===== config.mk =====
export PLATFORM = sky130hd
export DESIGN_NAME = lfsr_rr_arbiter
export DESIGN_NICKNAME = d
export VERILOG_FILES = /design/src/rtl/lfsr_pkg.sv /design/src/rtl/lfsr5_core.sv /design/src/rtl/lfsr_rr_arbiter.sv
export SDC_FILE = /design/constraint.sdc
export NUM_CORES = 1
export LEC_CHECK = 0
export BUFFER_PORTS_ARGS = -buffer_cell sky130_fd_sc_hd__buf_4
export CORE_ASPECT_RATIO = 0.8
export CORE_UTILIZATION = 25
export CTS_CLUSTER_DIAMETER = 150
export DETAILED_ROUTE_END_ITERATION = 6
export PLACE_DENSITY_LB_ADDON = 0.1
export SYNTH_ARGS = -nofsm -noshare
export SYNTH_HDL_FRONTEND = slang
export SYNTH_SLANG_ARGS = --single-unit

===== constraint.sdc =====
create_clock -name clk -period 2.34 [get_ports clk]
set_clock_uncertainty 0.15 [all_clocks]
set_input_delay 0.468 -clock clk [delete_from_list [all_inputs] [get_ports clk]]
set_output_delay 0.468 -clock clk [all_outputs]
set_load 0.01 [all_outputs]

===== src/rtl/lfsr_pkg.sv =====
// Shared constants and tap function for the 5-bit Galois LFSR.
// Used by the LFSR core and the round-robin sharing arbiter.
package lfsr_pkg;

    localparam int LFSR_W = 5;
    localparam logic [LFSR_W-1:0] LFSR_DEFAULT_SEED = 5'b11111;
    localparam int LFSR_PERIOD = 31;

    // Bit order is {n4, n3, n2, n1, n0}.
    function automatic logic [LFSR_W-1:0] lfsr5_next(
        input logic [LFSR_W-1:0] q
    );
        lfsr5_next = {q[3], q[2], q[1] ^ q[4], q[0], q[4]};
    endfunction

endpackage


===== src/rtl/lfsr5_core.sv =====
// 5-bit Galois LFSR state register.
// A load takes priority over a step; reset returns to SEED.
module lfsr5_core
    import lfsr_pkg::*;
#(
    parameter logic [LFSR_W-1:0] SEED = LFSR_DEFAULT_SEED
) (
    input  logic              clk,
    input  logic              rst,
    input  logic              step,
    input  logic              load,
    input  logic [LFSR_W-1:0] value,
    output logic [LFSR_W-1:0] q
);

    always_ff @(posedge clk or posedge rst) begin
        if (rst) begin
            q <= SEED;
        end else if (load) begin
            q <= value;
        end else if (step) begin
            q <= lfsr5_next(q);
        end
    end

endmodule


===== src/rtl/lfsr_rr_arbiter.sv =====
// Round-robin arbiter sharing one 5-bit LFSR among N_REQ requesters.
// Each grant returns the current LFSR word and advances it once.
module lfsr_rr_arbiter
    import lfsr_pkg::*;
#(
    parameter int                N_REQ = 4,
    parameter logic [LFSR_W-1:0] SEED  = LFSR_DEFAULT_SEED
) (
    input  logic              clk,
    input  logic              rst,
    input  logic [N_REQ-1:0]  req,
    input  logic              seed_load,
    input  logic [LFSR_W-1:0] seed_val,
    output logic [N_REQ-1:0]  gnt,
    output logic              rnd_valid,
    output logic [LFSR_W-1:0] rnd,
    output logic              period_wrap
);

    localparam int PW = $clog2(N_REQ);
    localparam logic [PW-1:0] LAST = PW'(N_REQ - 1);
    localparam logic [LFSR_W-1:0] CNT_LAST = LFSR_W'(LFSR_PERIOD - 1);
    localparam logic [N_REQ-1:0] ONE = N_REQ'(1);

    logic [PW-1:0]     rr_ptr;
    logic [LFSR_W-1:0] step_cnt;
    logic [LFSR_W-1:0] lfsr_q;
    logic [LFSR_W-1:0] load_val;
    logic [N_REQ-1:0]  eff;
    logic [PW-1:0]     idx;
    logic [PW-1:0]     win;
    logic              hit;
    logic              do_grant;
    logic [PW-1:0]     ptr_next;

    // Masking the live grant lets a requester drop req one cycle late.
    always_comb begin
        eff = req & ~gnt;
        hit = 1'b0;
        win = '0;
        idx = '0;
        for (int i = 0; i < N_REQ; i++) begin
            idx = PW'((int'(rr_ptr) + i) % N_REQ);
            if (!hit && ((eff >> idx) & ONE) != '0) begin
                hit = 1'b1;
                win = idx;
            end
        end
    end

    assign do_grant = hit && !seed_load;
    assign ptr_next = (win == LAST) ? '0 : win + 1'b1;
    assign load_val = (seed_val == '0) ? SEED : seed_val;

    lfsr5_core #(
        .SEED (SEED)
    ) u_core (
        .clk   (clk),
        .rst   (rst),
        .step  (do_grant),
        .load  (seed_load),
        .value (load_val),
        .q     (lfsr_q)
    );

    always_ff @(posedge clk or posedge rst) begin
        if (rst) begin
            rr_ptr <= '0;
        end else if (do_grant) begin
            rr_ptr <= ptr_next;
        end
    end

    always_ff @(posedge clk or posedge rst) begin
        if (rst) begin
            step_cnt <= '0;
        end else if (seed_load) begin
            step_cnt <= '0;
        end else if (do_grant) begin
            step_cnt <= (step_cnt == CNT_LAST) ? '0 : step_cnt + 1'b1;
        end
    end

    always_ff @(posedge clk or posedge rst) begin
        if (rst) begin
            gnt         <= '0;
            rnd         <= '0;
            rnd_valid   <= 1'b0;
            period_wrap <= 1'b0;
        end else begin
            gnt         <= do_grant ? (ONE << win) : '0;
            rnd         <= do_grant ? lfsr_q : '0;
            rnd_valid   <= do_grant;
            period_wrap <= do_grant && (step_cnt == CNT_LAST);
        end
    end

endmodule


## After elaboration in Yosys (flattened, before gate mapping)

Index checks and enable logic that the tools add are counted.

- Input bits: 12
- Logic and storage cells: 50
- Output and inout port bits: 11
- Flip-flop bits (word level): 23

- Multiplexer cells: 17
- Bitwise logic cells: 3
- Shift operators: 5
- Eq/ne operators: 2
- Reductions and logical operators: 11
- Add/sub/neg operators: 5

Operator list:

| operator | number |
|---|---|
| $mux W5 | 7 |
| $shr A4 B2 Y1 | 4 |
| $mux W2 | 5 |
| $add A5 B1 Y5 const B | 1 |
| $eq A5 B5 Y1 const B | 1 |
| $logic_and A1 B1 Y1 | 5 |
| $logic_not A5 Y1 | 1 |
| $add A2 B1 Y2 const B | 2 |
| $add A2 B2 Y2 const B | 2 |
| $and A4 B4 Y4 | 1 |
| $logic_not A1 Y1 | 4 |
| $mux W1 | 4 |
| $mux W4 | 1 |
| $not A4 Y4 | 1 |
| $shl A1 B2 Y4 const A | 1 |
| $eq A2 B2 Y1 const B | 1 |
| $reduce_bool A2 Y1 | 1 |
| $xor A1 B1 Y1 | 1 |

## Depth between registers and ports, before layout

Gate-level depths: netlist (run 1).

- Depth after elaboration: 16
- Gate-level depth with buffers: 6
- Gate-level depth less buffers: 6

## Modules after synthesis

A second synthesis (run 1) with hierarchy kept.

- Cell total of the unflattened synthesis: 116
- Area total of the unflattened synthesis: 1233.7 sq um

By module, submodules not included:

| module | area each (sq um) | times used | cells each | seq. area each (sq um) |
|---|---|---|---|---|
| lfsr_rr_arbiter | 965.9 | 1 | 91 | 450.4 |
| lfsr5_core | 267.8 | 1 | 25 | 131.4 |

## Worst setup path before layout (run 1)

No wires, ideal clock.

- Kind: input-to-reg
- Start: input port req[2]
- End: register rr_ptr[1]
- Data required time: 2.065 ns
- Stages on the path: 5
- Library setup time: 0.125 ns
- Setup slack: 0.461 ns
- Arrival time: 1.605 ns
- Buffers on the path: 0
- Cell sequence: nor2b_1 -> nor2_1 -> a311oi_1 -> ha_1 -> mux2_2

- Cells in the longest elaborated chain, start to end: 14
- Elaborated cells on any way between the ends: 23
- Those cells by class: add/sub (1); eq/ne (1); shift (4); mux (9); bitwise (1); reduce/logical (7)

Ends and longest elaborated chain:

| item | RTL line | text |
|---|---|---|
| from (decl) | lfsr_rr_arbiter.sv:11 | `input logic [N_REQ-1:0] req,` |
| $and A4 B4 Y4 (*) | lfsr_rr_arbiter.sv:38 | `eff = req & ~gnt;` |
| $shr A4 B2 Y1 | lfsr_rr_arbiter.sv:44 | `if (!hit && ((eff >> idx) & ONE) != '0) begin` |
| $mux W1 | lfsr_rr_arbiter.sv:44 |  |
| $logic_not A1 Y1 | lfsr_rr_arbiter.sv:44 |  |
| $logic_and A1 B1 Y1 | lfsr_rr_arbiter.sv:44 |  |
| $mux W1 | lfsr_rr_arbiter.sv:44 |  |
| $logic_not A1 Y1 | lfsr_rr_arbiter.sv:44 |  |
| $logic_and A1 B1 Y1 | lfsr_rr_arbiter.sv:44 |  |
| $mux W1 | lfsr_rr_arbiter.sv:44 |  |
| $logic_not A1 Y1 | lfsr_rr_arbiter.sv:44 |  |
| $logic_and A1 B1 Y1 | lfsr_rr_arbiter.sv:44 |  |
| $mux W2 (*) | lfsr_rr_arbiter.sv:44 |  |
| $add A2 B1 Y2 or $eq A2 B2 Y1 (tied branches) | lfsr_rr_arbiter.sv:52 | `assign ptr_next = (win == LAST) ? '0 : win + 1'b1;` |
| $mux W2 (*) | lfsr_rr_arbiter.sv:52 |  |
| net ptr_next[1] | lfsr_rr_arbiter.sv:34 | `logic [PW-1:0] ptr_next;` |
| to (signal assigned) | lfsr_rr_arbiter.sv:70 | `rr_ptr <= ptr_next;` |
| to (decl) | lfsr_rr_arbiter.sv:25 | `logic [PW-1:0] rr_ptr;` |

The timed path passes the listed nets; every way through them passes the cells marked *.
A chain may end at the register's enable or synchronous reset.

## Worst setup path in the final report (run 1)

- Start: register gnt[2]
- End: register rr_ptr[1]

- Cells in the longest elaborated chain, start to end: 15
- Elaborated cells on any way between the ends: 24
- Those cells by class: add/sub (1); eq/ne (1); shift (4); mux (9); bitwise (2); reduce/logical (7)

Ends and longest elaborated chain:

| item | RTL line | text |
|---|---|---|
| from (decl) | lfsr_rr_arbiter.sv:14 | `output logic [N_REQ-1:0] gnt,` |
| from (signal assigned) | lfsr_rr_arbiter.sv:91 | `gnt <= do_grant ? (ONE << win) : '0;` |
| $not A4 Y4 (*) | lfsr_rr_arbiter.sv:38 |  |
| $and A4 B4 Y4 (*) | lfsr_rr_arbiter.sv:38 |  |
| $shr A4 B2 Y1 | lfsr_rr_arbiter.sv:44 |  |
| $mux W1 | lfsr_rr_arbiter.sv:44 |  |
| $logic_not A1 Y1 | lfsr_rr_arbiter.sv:44 |  |
| $logic_and A1 B1 Y1 | lfsr_rr_arbiter.sv:44 |  |
| $mux W1 | lfsr_rr_arbiter.sv:44 |  |
| $logic_not A1 Y1 | lfsr_rr_arbiter.sv:44 |  |
| $logic_and A1 B1 Y1 | lfsr_rr_arbiter.sv:44 |  |
| $mux W1 | lfsr_rr_arbiter.sv:44 |  |
| $logic_not A1 Y1 | lfsr_rr_arbiter.sv:44 |  |
| $logic_and A1 B1 Y1 | lfsr_rr_arbiter.sv:44 |  |
| $mux W2 (*) | lfsr_rr_arbiter.sv:44 |  |
| $add A2 B1 Y2 or $eq A2 B2 Y1 (tied branches) | lfsr_rr_arbiter.sv:52 |  |
| $mux W2 (*) | lfsr_rr_arbiter.sv:52 |  |
| net ptr_next[1] | lfsr_rr_arbiter.sv:34 |  |

Marks and branches as above.

==> metrics, run 1 <==
vias in the first global route=918; YS warnings=0; Slew Viols, Final=0; final setup fails=0; initial antenna violation count=0; H-tree depth=1; CTS clock-pin slew for the worst setup and hold paths=80 ps; CP Launch Point=gnt[2]; worst-skew pair later-pin latency=260 ps; cell count of the worst reg-to-reg path=5; arrival time of the worst setup path=1910 ps; Setup Buffers After CTS=0; Mapped Nets=129; PwrDens=792 nW/um^2; GPL Wtd Cong=0.719; Clock Tree Buf Depth=2; share of cells above drive strength 1=0.307; nets@finish=156; Worst Path Required=2350 ps; highest clock rate=524 MHz; peak fanout along the critical path=3; post-route ant nets=0; Via density=4.54; vias=894; startpoint types=flip-flop; post-synthesis compound-gate area fraction=0.141; Pleak=0.651 nW; largest net degree at the start of global routing=24; n_diodes=0; EDFF count, synth=0; Starting Density=0.259; Rows=22; setup tns final=0 ps; Core Box Area=4570 um^2; Clock Tree Root=clkbuf_8; CP Class=flip-flop to flip-flop; synthesis-to-layout area growth=24.8%; Crit. End Element=flip-flop; syn_area_per_cell=10.7 um^2; most common flop cell mapped by yosys=dfrtp_1; Fin. Hold Viols=0; IO Port Bufs=22; DRT Pass-1 Iters=4; Die Wd=79.0 um; Hold WC Path Type=input pin to async pin; dpl hpwl=1750 um; initial DRC count=10; Rel. slew slack=0.730; VDD IR max=0.256 mV; Netlist cell types=38; DR WL/cell=12.2 um; Final min period=1910 ps; Post-Syn Area=1180 um^2; run status=complete, no violations; first-pass GRT wire length=4250 um; mux cell area share after synthesis=0.00950; Worst-Margin Slew=404 ps; post-layout util=0.324; post-synthesis cell count=111; register bit total from synthesis=23; cts hold-fix bufs=0; post_cts resized=0; final WL=2410 um; grt total ovfl=0; Seq/Total Area, Yosys=0.491; full die area=5020 um^2; TritonCTS clock tree=yes; Finished Cell Area=1480 um^2; Total Routing Usage GR=0.112; Area after DPL=1430 um^2; Post-Synth Simple-Gate Area=0.263; commonest non-fill, non-tap cell in the layout=buf_4; DRC=0; Synth Area in Adders=0.0634; most frequent cells in the layout=buf_4, dfrtp_1, nor2_1; largest family of logic cells by synthesized area=simple AND/OR/NAND/NOR gates; RSZ-0062 raised after global routing=no; die height=63.6 um; FFs w/ async S/R, synth=1.00; Num CTS Buffers=3; Max-Cap Viols=0; reg2reg start=gnt[2]; xor/xnor cell area share of the yosys netlist=0.00739; fin crit share=0.816; Fillers=482; TritonCTS Sinks=23; Top-Level Pins=23
routing by layer:
layer  track usage  share of wire  vias up
met5             0              0        -
met4        0.0341         0.0058        0
met3        0.0348          0.042        2
met2         0.182           0.44       20
met1         0.141           0.51      426
li1              -              -      446
area by class of cell:
cell class	instances	area [um^2]	area share
Clock buffer	4	45.0	0.0305
Multi-Input combinational cell	82	574	0.388
Tap cell	60	75.1	0.0508
Inverter	2	7.51	0.00508
Timing Repair Buffer	26	195	0.132
Sequential cell	23	582	0.393
power breakdown:
part	leakage (nW)	switching, mW	internal, mW
logic	0.342	0.187	0.193
clock network	0.0228	0.124	0.121
registers	0.287	0.0660	0.480
per-stage QoR:
step	power (mW)	instances	setup slack [ps]	hold WS, ps
6_report	1.17	197	431	86.5
3_5_place_dp	0.940	193	261	367
5_1_grt	1.27	197	261	125
4_1_cts	1.19	197	426	95.2
2_1_floorplan	0.800	111	461	316
3_3_place_gp	0.939	193	279	373
cells in the mapped netlist, drive strengths merged, types with 2 or more instances:
cell type,n,share of area
a211oi,4,0.030
a21oi,4,0.017
and2,10,0.053
buf,3,0.015
dfrtp,18,0.38
dfstp,5,0.11
ha,6,0.063
inv,2,0.0063
nand2,4,0.013
nand2b,4,0.021
nand3b,2,0.013
nor2,13,0.041
nor2b,5,0.031
nor3,5,0.021
o21a,2,0.013
o21ai,3,0.022
or3,4,0.021
path summary, 6_finish.rpt:
kind                          endpoint  slack [ps]
hold / removal             step_cnt[3]          90
hold reg to reg                 rnd[2]         380
setup / recovery             rr_ptr[1]         430
max in group asynchronous  u_core.q[2]        1670
min in group clk           u_core.q[0]         340
setup reg to reg             rr_ptr[1]         430
flip-flops by register name, summed over array words and instances (netlist names):
signal       cells
step_cnt         5
u_core.q         5
rnd              5
rr_ptr           2
period_wrap      1
gnt              4
rnd_valid        1
worst max-delay path: stages, from the launching register on:
cell      delay (ps)
dfrtp_1          400
nor2b_1          260
nor2_1            90
a311oi_1         350
ha_1             300
mux2_2           250
cells by family after synthesis:
group / after synthesis
compound gates: 21
xor+xnor: 1
fa+ha+maj: 6
buf+inv: 6
flops: 23
mux: 1
simple gates: 53
Power figures use the tool's default switching activity.
==> run 2: changes to the inputs <==
- clock period: 2.34 -> 1.7 ns (I/O delays scaled with it)
==> run 2 against run 1 <==
The flow now finishes with violations (negative setup slack). Utilization grew 5.1 points. Die area is the same. Clock power grew 38%. Combinational power grew 110%. Critical path type unchanged. Largest power group is now combinational logic.
==> metrics, run 2 (synthesized netlist as in run 1, its figures left out) <==
run status=complete, but fails checks; violated checks=negative setup slack; clock power share=0.178 (-0.031); initial antenna violation count=0 (unchanged); Hold WC Path Type=input pin to flip-flop; CP Class=flip-flop to flip-flop; worst-skew pair later-pin latency=260 ps (about the same); top layer in use=met4; PnR Total Power=1.90 mW (+62%); initial DRC count=18 (+8); most frequent cells in the layout=buf_4, dfrtp_1, nor2_1; dpl hpwl=1870 um (+6.9%); Via density=4.64 (+2.3%); Max-Cap Viols=0 (unchanged); Slew Viols, Final=0 (unchanged); full die area=5020 um^2 (unchanged); P_sw=0.614 mW (+63%); TritonCTS Sinks=23 (unchanged); final WL=2620 um (+8.6%); sequential power share=0.397 (-0.069); Total Routing Usage GR=0.113 (+0.000816); Clock Tree Buf Depth=2 (unchanged); vias=984 (+10%); Rel. slew slack=0.799 (+0.0697); WL met2=1290 um (+21%); CTS clock-pin slew for the worst setup and hold paths=80 ps (about the same); DRC=0 (unchanged); final worst slack=-75.1 ps (-506 ps); Num CTS Buffers=3 (unchanged); highest clock rate=563 MHz (+7.5%); peak fanout along the critical path=3 (unchanged); hold_ws=197 ps (+111 ps); VDD IR max=0.456 mV (+79%); Core Box Area=4570 um^2 (unchanged); Starting Density=0.259 (unchanged); nets@finish=171 (+9.6%); commonest non-fill, non-tap cell in the layout=buf_4; GPL Wtd Cong=0.792 (+10%); fin crit share=1.04 (+0.228); final setup fails=3 (+3); dpl ws=-215 ps (-476 ps); Clock Tree Root=clkbuf_8; Pint=1.28 mW (+62%); Routed met1 length=1200 um (-2.0%); Fin. Hold Viols=0 (unchanged); synthesis-to-layout area growth=44.6%; DRT Pass-1 Iters=2 (-2); Rows=22 (unchanged); arrival time of the worst setup path=1770 ps (-140 ps); Crit. End Element=flip-flop; WL met3=97 um (-3.0%); grt total ovfl=0 (unchanged); first-pass GRT wire length=4340 um (+2.1%); n_diodes=0 (unchanged); Final min period=1780 ps (-134 ps); DR WL/cell=12.3 um (+0.95%); Sw Share=0.324 (+0.00193); Worst-Margin Slew=299 ps (-106 ps); Worst Path Required=1700 ps (-650 ps); Die Wd=79.0 um (unchanged); startpoint types=flip-flop; vias in the first global route=949 (+3.4%); Largest regs=rnd (5), step_cnt (5), u_core.q (5); Gate power share=0.425 (+0.100); RSZ-0062 raised after global routing=yes; die height=63.6 um (unchanged); Pleak=0.763 nW (+17%); H-tree depth=1 (unchanged); IO Port Bufs=22 (unchanged); Top-Level Pins=23 (unchanged); PwrDens=1110 nW/um^2 (+40%); post-route ant nets=0 (unchanged); TritonCTS clock tree=yes; share of cells above drive strength 1=0.520 (+0.213); post-layout util=0.375 (+0.0512); largest net degree at the start of global routing=24 (unchanged)
-- run 2: cell count changes in the layout (fill, tap and decap cells not counted), moves of 3 or more --
cell,delta
and2_1,-7
buf_4,+11
nand2b_1,-3
and2_4,+7
nand2b_4,+3
buf_6,+3
nor2_1,-3
-- run 2: metal layers --
metal  vias up  track usage
met1       488        0.130
met3         2       0.0348
li1        478            -
met4         0       0.0273
met5         -            0
met2        16        0.200
-- run 2: worst paths after layout --
kind                                   from           to  slack (ps)  cells past startpoint
worst max-delay path                 gnt[2]    rr_ptr[1]         -80                      6
min in group asynchronous               rst  step_cnt[1]         520                      4
worst min-delay path            seed_val[3]  u_core.q[3]         200                      3
worst max register to register       gnt[2]    rr_ptr[1]         -80                      6
max in group asynchronous               rst  u_core.q[3]         600                      4
worst min register to register  u_core.q[0]       rnd[0]         390                      1
-- run 2: power by group through the flow --
stage	Clock (mW)	Sequential [mW]	Combinational, mW
after detailed placement	0	0.752	0.656
after floorplan	0	0.764	0.344
final	0.337	0.754	0.807
after global placement	0	0.752	0.656
after global routing	0.375	0.766	0.896
after CTS	0.358	0.747	0.726
-- run 2: final cells by class --
cell class	count	area (um^2)
timing repair buffer	41	322
clock buffer	3	41.3
fill	487	2860
sequential	23	582
clock inverter	1	5.00
tap	60	75.1
multi-input combinational	82	681
inverter	2	7.51
-- run 2: stage by stage --
step	instances	area (um^2)	TNS (ps)
after CTS	209	1610	-345
after global placement	202	1510	-1940
final	212	1710	-212
after detailed placement	202	1510	-2200
after global routing	212	1710	-678
after floorplan	111	1190	-177
-- run 2: worst max-delay path, stage by stage, from the launching register on --
cell	delay, ps
dfrtp_1	410
nand2b_4	170
o22ai_2	180
o21a_1	190
nor2_2	50
ha_1	260
mux2_2	260
-- run 2: repair_timing --
| action | CTS | global route |
|---|---|---|
| setup endpoints to repair | 10 | 17 |
| buffers inserted | 2 | 5 |
| hold buffers | 1 | 0 |
| hold endpoints to repair | 18 | 0 |
| resized for setup | 4 | 23 |
| pin swaps | 2 | 11 |
